[src/rtl/ccff_chain_loader.sv]
// ccff_chain_loader
// Feeds a configuration bitstream into a serial chain of scan flip-flops.
// Words arrive on a valid/ready port, are serialised LSB-first onto the
// chain's scan input, and the chain clock enable is pulsed so that exactly
// CHAIN_LEN shifts happen per load. Bits of the last word beyond the chain
// length are dropped. The chain's own reset/set pins are never touched.
module ccff_chain_loader #(
    parameter int CHAIN_LEN = 64,
    parameter int WORD_W    = 8
) (
    input  logic              CK,
    input  logic              RST,
    input  logic              start,
    input  logic              abort,
    input  logic              word_valid,
    input  logic [WORD_W-1:0] word_data,
    output logic              word_ready,
    output logic              chain_en,
    output logic              chain_se,
    output logic              chain_si,
    output logic              busy,
    output logic              done
);

    // remaining counts 0..CHAIN_LEN, the per-word count 0..WORD_W
    localparam int REM_W = $clog2(CHAIN_LEN + 1);
    localparam int CNT_W = $clog2(WORD_W + 1);

    localparam logic [REM_W-1:0] REM_FULL   = REM_W'(CHAIN_LEN);
    localparam logic [REM_W-1:0] REM_ONE    = REM_W'(1);
    localparam logic [CNT_W-1:0] CNT_ONE    = CNT_W'(1);
    localparam logic [CNT_W-1:0] CNT_WORD   = CNT_W'(WORD_W);
    localparam int unsigned      WORD_W_U   = WORD_W;

    typedef enum logic [1:0] {
        S_IDLE,
        S_LOAD,
        S_SHIFT,
        S_DONE
    } state_e;

    // Output flags held in flops; each is a pure function of the state
    // being entered, so they change exactly on the state edge.
    typedef struct packed {
        logic ready;
        logic en;
        logic busy;
        logic done;
    } outs_t;

    function automatic outs_t decode_outs(input state_e s);
        outs_t o;
        o = '0;
        case (s)
            S_LOAD: begin
                o.ready = 1'b1;
                o.busy  = 1'b1;
            end
            S_SHIFT: begin
                o.en   = 1'b1;
                o.busy = 1'b1;
            end
            S_DONE: begin
                o.done = 1'b1;
            end
            default: begin
                o = '0;
            end
        endcase
        return o;
    endfunction

    state_e            state_q;
    state_e            state_d;
    outs_t             outs_q;
    logic [WORD_W-1:0] shift_q;
    logic [REM_W-1:0]  remaining_q;
    logic [CNT_W-1:0]  cnt_q;
    logic [CNT_W-1:0]  n_d;
    logic              take_word;

    // Next-state decode, word acceptance and per-word shift count.
    always_comb begin
        // NOTE: every signal gets a default before the case so no path leaves it unassigned (no latch).
        state_d   = state_q;
        take_word = 1'b0;
        n_d       = CNT_WORD;

        // n = min(WORD_W, remaining): the last word may be only partly used
        if (32'(remaining_q) < WORD_W_U) begin
            n_d = CNT_W'(remaining_q);
        end

        case (state_q)
            S_IDLE: begin
                // start beats a simultaneous abort; abort is ignored here
                if (start) begin
                    state_d = S_LOAD;
                end
            end
            S_LOAD: begin
                // abort also masks word_ready, so no word is taken this cycle
                if (abort) begin
                    state_d = S_IDLE;
                end else if (word_valid) begin
                    state_d   = S_SHIFT;
                    take_word = 1'b1;
                end
            end
            S_SHIFT: begin
                if (abort) begin
                    state_d = S_IDLE;
                end else if (cnt_q == CNT_ONE) begin
                    state_d = (remaining_q == REM_ONE) ? S_DONE : S_LOAD;
                end
            end
            S_DONE: begin
                // a pending done pulse always completes, abort or not
                state_d = S_IDLE;
            end
            default: begin
                state_d = S_IDLE;
            end
        endcase
    end

    // State, registered output flags and the shift datapath.
    always_ff @(posedge CK or posedge RST) begin
        if (RST) begin
            // NOTE: every flop here, data path included, is cleared so a reset mid-load leaves no stale bits.
            state_q     <= S_IDLE;
            outs_q      <= '0;
            shift_q     <= '0;
            remaining_q <= '0;
            cnt_q       <= '0;
        end else begin
            // NOTE: non-blocking assignments so every flop samples pre-edge values.
            state_q <= state_d;
            outs_q  <= decode_outs(state_d);

            case (state_q)
                S_IDLE: begin
                    if (start) begin
                        remaining_q <= REM_FULL;
                    end
                end
                S_LOAD: begin
                    if (take_word) begin
                        shift_q <= word_data;
                        cnt_q   <= n_d;
                    end
                end
                S_SHIFT: begin
                    shift_q <= shift_q >> 1;
                    // both counters saturate at zero rather than wrap
                    if (cnt_q != '0) begin
                        cnt_q <= cnt_q - CNT_ONE;
                    end
                    if (remaining_q != '0) begin
                        remaining_q <= remaining_q - REM_ONE;
                    end
                end
                default: begin
                    cnt_q <= '0;
                end
            endcase
        end
    end

    // word_ready drops combinationally with abort so an aborted cycle never
    // completes a handshake.
    assign word_ready = outs_q.ready & ~abort;
    assign chain_en   = outs_q.en;
    assign chain_se   = outs_q.en;
    // The data bit is only meaningful while shifting; elsewhere it is held low.
    assign chain_si   = outs_q.en & shift_q[0];
    assign busy       = outs_q.busy;
    assign done       = outs_q.done;

    // While shifting both counters are non-zero, so neither can underflow.
    a_shift_counts: assert property (@(posedge CK) disable iff (RST)
        (state_q == S_SHIFT) |-> (cnt_q != '0 && remaining_q != '0));

    // The chain is only clocked as part of a load.
    a_en_busy: assert property (@(posedge CK) disable iff (RST)
        chain_en |-> busy);

    // done is a single-cycle pulse.
    a_done_pulse: assert property (@(posedge CK) disable iff (RST)
        done |=> !done);

endmodule

[config.mk]
export PLATFORM = sky130hd
export DESIGN_NAME = ccff_chain_loader
export DESIGN_NICKNAME = d
export VERILOG_FILES = /design/src/rtl/ccff_chain_loader.sv
export SDC_FILE = /design/constraint.sdc
export NUM_CORES = 1
export LEC_CHECK = 0
export BUFFER_PORTS_ARGS = -buffer_cell sky130_fd_sc_hd__buf_2
export CAP_MARGIN = 20
export CORE_MARGIN = 1
export CORE_UTILIZATION = 38
export CTS_BUF_LIST = sky130_fd_sc_hd__clkbuf_4 sky130_fd_sc_hd__clkbuf_8
export CTS_CLUSTER_SIZE = 8
export DETAILED_ROUTE_END_ITERATION = 16
export REMOVE_ABC_BUFFERS = 1
export SYNTH_ARGS = -nofsm -noshare
export SYNTH_HDL_FRONTEND = slang
export SYNTH_SLANG_ARGS = --single-unit
[constraint.sdc]
create_clock -name CK -period 2.42 [get_ports CK]
set_clock_uncertainty 0.2 [all_clocks]
set_input_delay 0.121 -clock CK [delete_from_list [all_inputs] [get_ports CK]]
set_output_delay 0.121 -clock CK [all_outputs]
set_load 0.01 [all_outputs]
==> parameters.txt <==
Parameter                              Value

Clocking
  Inserted Clock Buffers    3
  CTS clock-pin slew for the worst setup and hold paths    90 ps
  Num Clock Sinks    25
  CTS Root Cell    sky130_fd_sc_hd__clkbuf_8
  TritonCTS clock tree    built
  Max H-tree Level    1
  Buffer depth of the longest clock path    2
  Clock latency on the worst-skew pair    270 ps

Yosys
  Top cell type by total area after synthesis    sky130_fd_sc_hd__dfrtp_1
  Seq/Total Area, Yosys    0.429
  Cell types occupying the most area after synthesis    sky130_fd_sc_hd__dfrtp_1, sky130_fd_sc_hd__ha_1, sky130_fd_sc_hd__mux2i_1
  Post-synthesis instance area    0.00146 sq mm
  Portion of synthesized cell area occupied by the leading cell type    0.429
  Flip-flop and latch count after synthesis    25
  Post-synth top flop    sky130_fd_sc_hd__dfrtp_1
  Yosys synthesis warning count    0
  Post-Synthesis Cells    151
  Count of distinct cell types in the synthesized netlist    41
  Asr flop ratio synth    1.00
  Average footprint of a synthesized cell    9.66 sq um
  EDFF count, synth    0

Routing
  Starting DRT DRC Count    64
  Detailed-routing iteration count for the pre-antenna-repair pass    5
  Total wire length    3310 um
  Count of vias placed by the detailed router    1202
  Final routed wire length divided by cell count    14.6 um
  Antenna-violating nets left    0
  DRC violations left    0
  Post-DR vias/cell    5.30

Floorplanning
  Top Ports    19
  Effective utilization at floorplan    0.398
  Core Footprint    0.00366 sq mm
  Height of the die    64.0 um
  Die ar.    0.00409 sq mm
  Cell row count    22
  Chip width    64.0 um

Global route
  Vias in the first global route    1220
  Number of antenna violations at the first check in global routing    0
  Largest net degree at the start of global routing    26
  Overall overflow remaining after global route    0
  Global-route wire length before repair    5570 um
  Total routing resource utilization after global routing    0.174

Worst setup path
  Crit path required time    2390 ps
  Reg-to-reg endpoint    busy
  Critical path cell sequence    inv_2, ha_2, or4b_4, nor3_4, a31oi_2, o31a_1, ha_1, inv_1
  Arrival time at the worst endpoint    2300 ps
  Reg2Reg Launch Point    state_q[0]
  Reg-to-reg setup timing slack    90 ps
  Slowest library cell on the worst path    sky130_fd_sc_hd__or4b_4
  Largest stage delay, worst path    490 ps
  Category of the most critical setup path    reg2reg
  Length in cells of the worst reg-to-reg path    8
  Critical path launch point type    flop
  Critical-path maximum fanout    4
  Element type at the critical path end    flop

Outcome
  Run status    finished with violations
  Violated checks    negative hold slack

Timing
  Number of pins exceeding their max-slew limit in the final report    0
  # setup viols final    0
  Post-Route Hold Slack    -1.28 ps
  Period Utilization, post-route    0.962
  Slew margin rel.    0.415
  Maximum operating frequency    430 MHz
  Total Negative Setup Slacks    0 ps
  Slew of the pin with the lowest slew margin    869 ps
  Count of endpoints failing hold in the final timing report    1
  RSZ-0062 raised after global routing    false
  Time the worst path needs with I/O delays and setup    2330 ps

Layout
  Fin nets    203
  # fillers    355
  Area added between synthesis and finish    22.7%
  Number of antenna repair diodes    0
  Fraction of layout instances using a drive strength above 1    0.201

Power
  Peak supply drop    0.553 mV
  Leakage power total    0.798 nW
  Total power    1.88 mW
  Total power divided by cell area    1050 mW/mm^2

Min path
  Min-delay worst type    in2reg
  Hold Path Cell Cnt    3
  Startpoint of the worst hold path    start
  Min-Delay Endpoint    remaining_q[6]

Placement
  Final HPWL from detailed placement    2370 um
  Weighted congestion reported at the end of routability-driven placement    0.859
  Count of buffers from port buffering    18

Run
  MaxCap Viol Count    0
report_power, final:
| group | total (mW) | switching, mW | internal [mW] | leakage (nW) |
|---|---|---|---|---|
| sequential | 0.746 | 0.167 | 0.579 | 0.321 |
| clock | 0.257 | 0.128 | 0.129 | 0.0262 |
| combinational | 0.879 | 0.497 | 0.381 | 0.451 |
| total | 1.88 | 0.793 | 1.09 | 0.798 |
cell usage after synthesis (all sizes together) (3+ instances only):
cell type  number
dfrtp          25
nand2          16
o21ai          16
inv            12
ha             10
mux2i          10
nor2            7
a21oi           6
buf             6
nor3            5
o31ai           3
layer usage:
layer	vias up	routed length, um	global-route usage
met3	2	110	0.0393
met1	584	1390	0.206
met2	25	1790	0.320
met4	0	20	0.0341
li1	591	-	-
met5	-	0	0
cells in the final DEF, fill, tap and decap left out, drive strengths merged, types with 2 or more instances in the layout:
cell         instances
a21oi                6
a32oi                2
buf                 22
clkbuf               4
dfrtp               25
dlygate4sd3         10
ha                  10
inv                 12
mux2i               10
nand2               16
nand2b               2
nor2                 7
nor2b                2
nor3                 5
nor3b                2
o21ai               16
o22ai                2
o2bb2ai              2
o31ai                3
xnor2                2
flip-flops by register name, indices dropped and copies added (netlist names):
name,cells
state_q,2
shift_q,8
chain_en,1
done,1
busy,1
remaining_q,7
outs_q,1
cnt_q,4
per-stage QoR:
stage | util | worst slack [ps] | area [sq um] | instances
final | 0.489 | 92.2 | 1790 | 227
after global routing | 0.489 | 0.656 | 1790 | 227
after CTS | 0.472 | 42.0 | 1730 | 225
after floorplan | - | -218 | 1410 | 143
after detailed placement | 0.431 | 93.2 | 1580 | 211
after global placement | 0.431 | 192 | 1580 | 211
worst max-delay path, delay by kind of cell (launching register included):
kind | cells | cell delay (ps)
buffers and inverters | 2 | 120
AOI/OAI and AO/OA | 2 | 400
and+or+nand+nor | 2 | 620
adders and majority gates | 2 | 460
DFF | 1 | 420
final cells by class:
type | instances | area, sq um | area share
Sequential cell | 25 | 626 | 0.349
Multi-Input combinational cell | 106 | 767 | 0.428
Inverter | 12 | 45.0 | 0.0252
Clock buffer | 4 | 48.8 | 0.0273
Timing Repair Buffer | 32 | 244 | 0.136
Tap cell | 48 | 60.1 | 0.0335
cells by family (layout without fill, tap and decap cells):
group           count (synthesis)  count (layout)  synth area share
simple gates                   43              43             0.156
buf+inv                        20              48            0.0626
mux                            11              11            0.0763
compound gates                 39              39             0.172
fa+ha+maj                      10              10            0.0858
xor+xnor                        3               3            0.0180
flops                          25              25             0.429
worst max-delay path by stage:
stage / from / endpoint / slack, ps / cells past startpoint
3_3_place_gp: state_q[0] / busy / 190 / 9
5_1_grt: state_q[0] / busy / 0.7 / 8
3_5_place_dp: state_q[0] / done / 90 / 7
4_1_cts: state_q[0] / chain_en / 40 / 7
2_1_floorplan: state_q[0] / busy / -220 / 8
6_report: state_q[0] / busy / 90 / 8
what timing repair did:
item | CTS | global route
endpoints found under the hold margin | 34 | 0
setup endpoints to repair | 0 | 3
hold buffers | 10 | 0
resized for setup | 0 | 7
buffers inserted | 0 | 1
No activity file was read; power rests on OpenSTA's default activity.
